$ cat src/rtl/cdc_fin_sout_sched.sv
// Round-robin scheduler sharing one fast-to-slow level synchroniser channel.
// Each granted word is held for HOLD_CYCLES, then the channel idles at 0 for GAP_CYCLES.
module cdc_fin_sout_sched #(
  parameter int N_REQ       = 4,
  parameter int DW          = 8,
  parameter int HOLD_CYCLES = 8,
  parameter int GAP_CYCLES  = 8
) (
  input  logic                     fast_clk,
  input  logic                     reset,
  input  logic [N_REQ-1:0]         req,
  input  logic [N_REQ*DW-1:0]      req_data,
  output logic [N_REQ-1:0]         req_ack,
  output logic [DW-1:0]            xfer_data,
  output logic                     xfer_valid,
  output logic [$clog2(N_REQ)-1:0] grant_id,
  output logic                     busy
);

  localparam int GW    = $clog2(N_REQ);
  localparam int CMAX  = (HOLD_CYCLES > GAP_CYCLES) ? HOLD_CYCLES : GAP_CYCLES;
  localparam int CW    = $clog2(CMAX + 1);

  typedef enum logic [1:0] {IDLE, HOLD, GAP} state_t;

  state_t          state_reg;
  logic [CW-1:0]   cnt_reg;
  logic [GW-1:0]   rr_ptr_reg;
  logic [DW-1:0]   req_word [N_REQ];
  logic            pick_found;
  logic [GW-1:0]   pick_idx;
  logic [GW:0]     cand;

  for (genvar gi = 0; gi < N_REQ; gi++) begin : g_word
    assign req_word[gi] = req_data[gi*DW +: DW];
  end

  // First requesting index at or after rr_ptr, wrapping at N_REQ.
  always_comb begin
    pick_found = 1'b0;
    pick_idx   = '0;
    cand       = '0;
    for (int k = 0; k < N_REQ; k++) begin
      cand = {1'b0, rr_ptr_reg} + (GW+1)'(k);
      if (cand >= (GW+1)'(N_REQ))
        cand = cand - (GW+1)'(N_REQ);
      if (!pick_found && req[cand[GW-1:0]]) begin
        pick_found = 1'b1;
        pick_idx   = cand[GW-1:0];
      end
    end
  end

  always_ff @(posedge fast_clk) begin
    if (reset) begin
      state_reg  <= IDLE;
      cnt_reg    <= '0;
      rr_ptr_reg <= '0;
      req_ack    <= '0;
      xfer_data  <= '0;
      xfer_valid <= 1'b0;
      grant_id   <= '0;
      busy       <= 1'b0;
    end else begin
      req_ack <= '0;
      case (state_reg)
        IDLE: begin
          if (pick_found) begin
            grant_id   <= pick_idx;
            xfer_data  <= req_word[pick_idx];
            xfer_valid <= 1'b1;
            busy       <= 1'b1;
            cnt_reg    <= CW'(HOLD_CYCLES - 1);
            state_reg  <= HOLD;
          end
        end
        HOLD: begin
          if (cnt_reg != '0) begin
            cnt_reg <= cnt_reg - 1'b1;
          end else begin
            xfer_data         <= '0;
            xfer_valid        <= 1'b0;
            req_ack[grant_id] <= 1'b1;
            cnt_reg           <= CW'(GAP_CYCLES - 1);
            rr_ptr_reg        <= (grant_id == GW'(N_REQ - 1)) ? '0 : grant_id + 1'b1;
            state_reg         <= GAP;
          end
        end
        GAP: begin
          // req is deliberately ignored here so the acked requester can drop it.
          if (cnt_reg != '0) begin
            cnt_reg <= cnt_reg - 1'b1;
          end else begin
            busy      <= 1'b0;
            grant_id  <= '0;
            state_reg <= IDLE;
          end
        end
        default: state_reg <= IDLE;
      endcase
    end
  end

endmodule

$ cat config.mk
export PLATFORM = sky130hd
export DESIGN_NAME = cdc_fin_sout_sched
export DESIGN_NICKNAME = d
export VERILOG_FILES = /design/src/rtl/cdc_fin_sout_sched.sv
export SDC_FILE = /design/constraint.sdc
export NUM_CORES = 1
export LEC_CHECK = 0
export CAP_MARGIN = 20
export CORE_MARGIN = 2
export CORE_UTILIZATION = 45
export CTS_CLUSTER_DIAMETER = 30
export CTS_CLUSTER_SIZE = 8
export DETAILED_ROUTE_END_ITERATION = 12
export PLACE_DENSITY = 0.78
export SLEW_MARGIN = 20
export SYNTH_ARGS = -nofsm -noshare
export SYNTH_HDL_FRONTEND = slang
export SYNTH_SLANG_ARGS = --single-unit
$ cat constraint.sdc
create_clock -name fast_clk -period 4.45 [get_ports fast_clk]
set_input_delay 0.89 -clock fast_clk [delete_from_list [all_inputs] [get_ports fast_clk]]
set_output_delay 0.89 -clock fast_clk [all_outputs]
set_load 0.05 [all_outputs]
==> results.md, run 1 <==
- Outcome: complete, no violations
- R2r startpoint: state_reg[1]$_SDFFE_PP0P_
- Leakage power: roughly 0.80 nW
- Top FF cell, synth: dfxtp_1
- Resized cells post-CTS: 0
- Vias in the first global route: approximately 1400
- Reg clk slew, reported paths: roughly 0.14 ns
- Via/cell ratio: about 5.4
- RSZ-0062 raised after global routing: false
- Starting Density: ~46%
- Antenna fix cells: 0
- Netlist Area Pre-Place: ~1500 µm²
- Die ar.: between 3000 and 4000 µm²
- Vias: 1463
- DRC viols: 0
- Initial antenna violation count: 0
- Max reg flops: 8
- Yosys warnings: 0
- IO buf count: between 50 and 60
- Post-synth cell types: between 40 and 50
- Worst slew pin tran: about 0.77 ns
- FILL cells: between 200 and 300
- Fraction of layout cells with a size suffix above 1: under 10%
- Worst reg2reg setup slack: 2.39 ns
- H-tree Lvls: 1
- Rel. slew slack: 48.4%
- Most common library cells after synthesis: dfxtp_1, nand2_1, o211ai_1
- Post-synth top area share: 31.2%
- Post-Route WL: about 3800 µm
- Largest cells by area after synthesis: dfxtp_1, o211ai_1, ha_1
- GR Overflow Total: 0
- Max Clock Skew: 0.00417 ns
- Die Height: between 60 and 70 µm
- First-pass GRT wire length: 6580 µm
- Worst Path Required: approximately 4.7 ns
- Worst-path fanout max: 13
- Post-detail-place hpwl: around 2900 µm
- Final Hold Viols: 0
- Min Tclk post-route: roughly 2.7 ns
- Layout Nets: ~280
- Std-Cell Rows: 21
- Max cap viols: 0
- CTS tree: done
- Worst Setup Start Kind: primary input
- Kind of critical path: primary input to flop
- Max Slew Vio Count: 0
- Post-synth top area cell: dfxtp_1
- Worst r2r dst: xfer_data[7]$_SDFFE_PP0P_
- Drt wl/cell: between 10 and 15 µm
- Drt first pass iters: 4
- Routability Congestion: slightly below 0.8
- Clock Sinks: 24
- Routed Antenna Nets: 0
- Post-synth EDFFs: 0
- Period utilization: 60.9%
- CTS root buffer: clkbuf_4
- Fin worst setup slack: 1.74 ns
- DR iter-0 viols: 65
- Syn_area_per_cell: between 8 and 9 µm²
- Syn Nets: between 200 and 250
- Most numerous cell in the Yosys netlist: dfxtp_1
- Async S/R FF share, synth: 0%
- Register area share after synthesis: between 30% and 40%
- Reg2Reg Depth: 5
- Seq cells post-synth: 24
- All-Layer GR Usage: between 20% and 30%
- Dpl ws: roughly 1.4 ns
- Worst hold path class: flop to flop
- Crit. Startpoint: req[0]
- FMAX: roughly 370 MHz
- Endpoint class of the critical path: flop
- Placed cell count: 269
- Largest net degree at the start of global routing: 18
- Total CTS buffers: 3
- Post CTS Setup Buffer Count: 0
- # hold bufs at CTS: 0
- Critical Path AT: 2.96 ns
- TNS Setup: 0 ns
- Clock Path Buffers: 2
- Maximum vdd drop: roughly 0.37 mV
- Die Width: between 60 and 70 µm
- Synthesized instance count: roughly 180
- Core ar.: between 3000 and 4000 µm²
- Fin cells: 273
- Critical Path End: xfer_data[7]$_SDFFE_PP0P_
- Final setup viols: 0
- Worst-skew pair later-pin latency: ~0.32 ns
- Top Ports: 54
- Pwr Density: roughly 520 nW/µm²
- Area growth from synthesis to final layout: 38.0%
-- critical path, cell delays in order --
cell and delay [ns]:
clkdlybuf4s50_1 0.51, nor4_4 0.75, nand2_1 0.18, a21oi_2 0.41
nand2_1 0.10, o211ai_1 0.10
-- power breakdown --
group          switching, mW  internal, mW  total (mW)
clock                 0.0706        0.0910       0.162
sequential            0.0486         0.277       0.325
combinational          0.369         0.240       0.610
-- worst min-delay path by stage --
stage                     slack, ns  cells past startpoint                      start                   endpoint
after floorplan                0.48                      2    cnt_reg[1]$_SDFFE_PP0P_    cnt_reg[1]$_SDFFE_PP0P_
after global placement         0.45                      2  xfer_data[1]$_SDFFE_PP0P_  xfer_data[1]$_SDFFE_PP0P_
after detailed placement       0.46                      2  xfer_data[4]$_SDFFE_PP0P_  xfer_data[4]$_SDFFE_PP0P_
after CTS                      0.49                      2  xfer_data[4]$_SDFFE_PP0P_  xfer_data[4]$_SDFFE_PP0P_
after global routing           0.52                      2  xfer_data[4]$_SDFFE_PP0P_  xfer_data[4]$_SDFFE_PP0P_
final                          0.48                      2  xfer_data[4]$_SDFFE_PP0P_  xfer_data[4]$_SDFFE_PP0P_
-- through the flow --
stage                     util (%)  hold WS [ns]  total power [mW]  instance area (µm²)
after floorplan                  -         0.480             0.767                 1540
after CTS                     64.1         0.489              1.10                 2120
final                         64.1         0.484              1.10                 2120
after global routing          64.1         0.515              1.18                 2120
after global placement        62.5         0.451             0.932                 2070
after detailed placement      62.5         0.460             0.940                 2070
-- logic make-up after synthesis --
family,Yosys count,share of synthesized area (%)
muxes,9,5.86
and+or+nand+nor,62,22.7
adders and majority gates,9,7.32
DFF,24,31.2
buffers and inverters,16,5.37
AOI/OAI and AO/OA,59,27.5
-- layer usage --
| metal | share of wire (%) | vias up | GRT usage, % |
|---|---|---|---|
| met2 | 49 | 25 | 35.2 |
| met5 | 0 | - | 0 |
| met4 | 0.75 | 0 | 6.67 |
| met1 | 47 | 685 | 26.9 |
| met3 | 2.9 | 4 | 2.88 |
| li1 | - | 749 | - |
-- area by class of cell --
cell class | count | area (µm²) | area share (%)
Inverter | 7 | 26.3 | 1.24
Multi-Input combinational cell | 139 | 975 | 45.9
Sequential cell | 24 | 480 | 22.6
Clock inverter | 1 | 30.0 | 1.42
Timing Repair Buffer | 53 | 531 | 25.0
Tap cell | 46 | 57.6 | 2.71
Clock buffer | 3 | 22.5 | 1.06
-- layout by cell type (no fill, tap or decap), drive strengths merged, types with 2 or more instances in the layout --
cell           synthesis  layout
a21boi                 8       8
nor2                  13      13
nand3                  2       2
mux2i                  9       9
and2                   5       5
inv                    7       7
o21ai                  6       6
clkbuf                 3       3
and3                   8       8
a311oi                 2       2
a21oi                 10      10
o22ai                  2       2
nand2b                 5       5
a21o                   3       3
dfxtp                 24      24
o211ai                16      16
clkdlybuf4s50          0      53
nand2                 20      20
a22oi                  4       4
ha                     9       9
a31oi                  2       2
(Power assumes the default switching activity.)
==> run 2, diff against run 1 <==
clock period = 2.6 ns   (was 4.45 ns; I/O delays follow)
==> run 2 against run 1 <==
Cell area is 2.8% higher; core utilization is 1.8 points higher; sequential cell count unchanged; final cell count up 2.9%; non-clock buffer count increased by 8; die area stayed put; sequential share of layout area shrank 0.62 points.
==> results.md, run 2 (synthesized netlist as in run 1, its figures left out) <==
- Crit path max-delay family: buffers and inverters
- Endpoint class of the critical path: primary output
- GR Util met2: 32.0% (-3.2 points)
- All-Layer GR Usage: 19.5% (-1.1 points)
- Starting Density: 46.4% (unchanged)
- Die ar.: 3900 µm² (unchanged)
- Clock Sinks: 24 (unchanged)
- Core ar.: 3310 µm² (unchanged)
- Maximum vdd drop: 0.524 mV (+42%)
- Area growth from synthesis to final layout: 41.9%
- FILL cells: 289 (unchanged)
- Fraction of layout cells with a size suffix above 1: 8.09% (+3.2 points)
- R2r startpoint: state_reg[1]$_SDFFE_PP0P_
- Max incr delay on CP: 0.85 ns (+0.10 ns)
- Die Width: 62.5 µm (unchanged)
- Layout Nets: 283 (+2.9%)
- Reg clk slew, reported paths: 0.15 ns (about the same)
- Drt first pass iters: 4 (unchanged)
- DRC viols: 0 (unchanged)
- Std-Cell Rows: 21 (unchanged)
- Placed cell count: 277 (+3.0%)
- IO buf count: 53 (unchanged)
- Crit path buf inv count: 1 (unchanged)
- Die Height: 62.5 µm (unchanged)
- Total CTS buffers: 3 (unchanged)
- Commonest non-fill, non-tap cells in the layout: clkdlybuf4s50_1, dfxtp_1, nand2_1
- Worst-skew pair later-pin latency: 0.32 ns (about the same)
- Max Clock Skew: 0.0133 ns (+0.00915 ns)
- Post-Route WL: 3860 µm (+0.34%)
- GR Overflow Total: 0 (unchanged)
- Max Slew Vio Count: 0 (unchanged)
- Clock Path Buffers: 2 (unchanged)
- Outcome: complete, no violations
- Fin worst setup slack: 0.432 ns (-1.31 ns)
- Commonest non-fill, non-tap cell in the layout: clkdlybuf4s50_1
- TNS Setup: 0 ns (unchanged)
- Post-detail-place hpwl: 2950 µm (+2.2%)
- Post CTS Setup Buffer Count: 0 (unchanged)
- Worst Path Required: 2.08 ns (-2.62 ns)
- Leakage power: 0.843 nW (+5.0%)
- Routability Congestion: 0.770 (-3.0%)
- CTS root buffer: clkbuf_4
- Critical Path AT: 1.65 ns (-1.31 ns)
- Placed Area: 2130 µm² (+2.9%)
- Final Hold Viols: 0 (unchanged)
- Worst-path fanout max: 7 (-6)
- Fin Hold WS: 0.485 ns (+0.000951 ns)
- Worst Setup Start Kind: flop
- Period utilization: 83.4%
- Crit. Startpoint: grant_id[0]$_SDFFE_PP0P_
- First-pass GRT wire length: 6270 µm (-4.6%)
- Pwr Density: 870 nW/µm² (+68%)
- FMAX: around 460 MHz
- Resized cells post-CTS: 0 (unchanged)
- Initial antenna violation count: 0 (unchanged)
- Via/cell ratio: 5.30 (-1.1%)
- Vias: 1489 (+1.8%)
- CP Cell Sequence: clkdlybuf4s50_1
- CTS tree: done
- Hold Startpoint: xfer_data[4]$_SDFFE_PP0P_
- Worst slew pin tran: 0.560 ns (-0.207 ns)
- Kind of critical path: flop to primary output
- Max cap viols: 0 (unchanged)
- Post-Layout Inst Area: 2180 µm² (+2.8%)
- # hold bufs at CTS: 0 (unchanged)
- Critical path's slowest cell: clkdlybuf4s50_1
- Fin cells: 281 (+2.9%)
- Final setup viols: 0 (unchanged)
- Final core utilization: 65.9% (+1.8 points)
- Min Tclk post-route: 2.17 ns
- Dpl ws: 0.240 ns (-1.18 ns)
- Top Ports: 54 (unchanged)
- H-tree Lvls: 1 (unchanged)
- Global-route met1 utilization: 26.8% (-0.14 points)
- Max reg flops: 8 (unchanged)
- Vias in the first global route: 1349 (-2.5%)
- GRT busiest layer: met2
- Routed Antenna Nets: 0 (unchanged)
- Worst reg2reg setup slack: 0.74 ns (-1.65 ns)
- DR iter-0 viols: 99 (+52%)
- Worst hold path class: flop to flop
- Drt wl/cell: 13.7 µm (-2.5%)
- GR Util met3: 2.88% (unchanged)
- Pwr Total: 1.90 mW (+73%)
- Largest net degree at the start of global routing: 18 (unchanged)
- RSZ-0062 raised after global routing: false
- Antenna fix cells: 0 (unchanged)
- Rel. slew slack: 62.6% (+14 points)
==> run 2: changes by cell type in the layout (fill, tap and decap cells not counted), sizes merged <==
| cell | before | now |
|---|---|---|
| buf | 0 | 8 |
==> run 2: power breakdown <==
| group | internal (mW) | total [mW] | leakage [nW] | switching, mW |
|---|---|---|---|---|
| registers | 0.473 | 0.555 | 0.197 | 0.0812 |
| logic | 0.433 | 1.06 | 0.618 | 0.632 |
| clock network | 0.156 | 0.278 | 0.0279 | 0.122 |
| total | 1.06 | 1.90 | 0.843 | 0.835 |
==> run 2: final timing paths <==
check                           depth (start not counted)                        end
worst max-delay path                                    1                grant_id[0]
worst min-delay path                                    2  xfer_data[4]$_SDFFE_PP0P_
worst min register to register                          2  xfer_data[4]$_SDFFE_PP0P_
worst max register to register                          6    cnt_reg[2]$_SDFFE_PP0P_
==> run 2: worst register-to-register path, delay by kind of cell (launching register included) <==
kind            cells  cell delay (ns)
compound gates      3             0.88
buf+inv             1             0.09
fa+ha+maj           1             0.33
flops               1             0.43
simple gates        1             0.06
==> run 2: area by class of cell <==
| type | instances | area, µm² | area share, % |
|---|---|---|---|
| clock buffer | 3 | 22.5 | 1.03 |
| clock inverter | 1 | 30.0 | 1.38 |
| inverter | 7 | 26.3 | 1.20 |
| multi-input combinational | 139 | 975 | 44.7 |
| sequential | 24 | 480 | 22.0 |
| tap | 46 | 57.6 | 2.64 |
| timing repair buffer | 61 | 591 | 27.1 |
==> run 2: per-layer routing <==
layer	part of all wire, %	up-vias
met5	0	-
met4	0.57	0
met3	3.5	2
met2	48	27
met1	48	685
li1	-	775
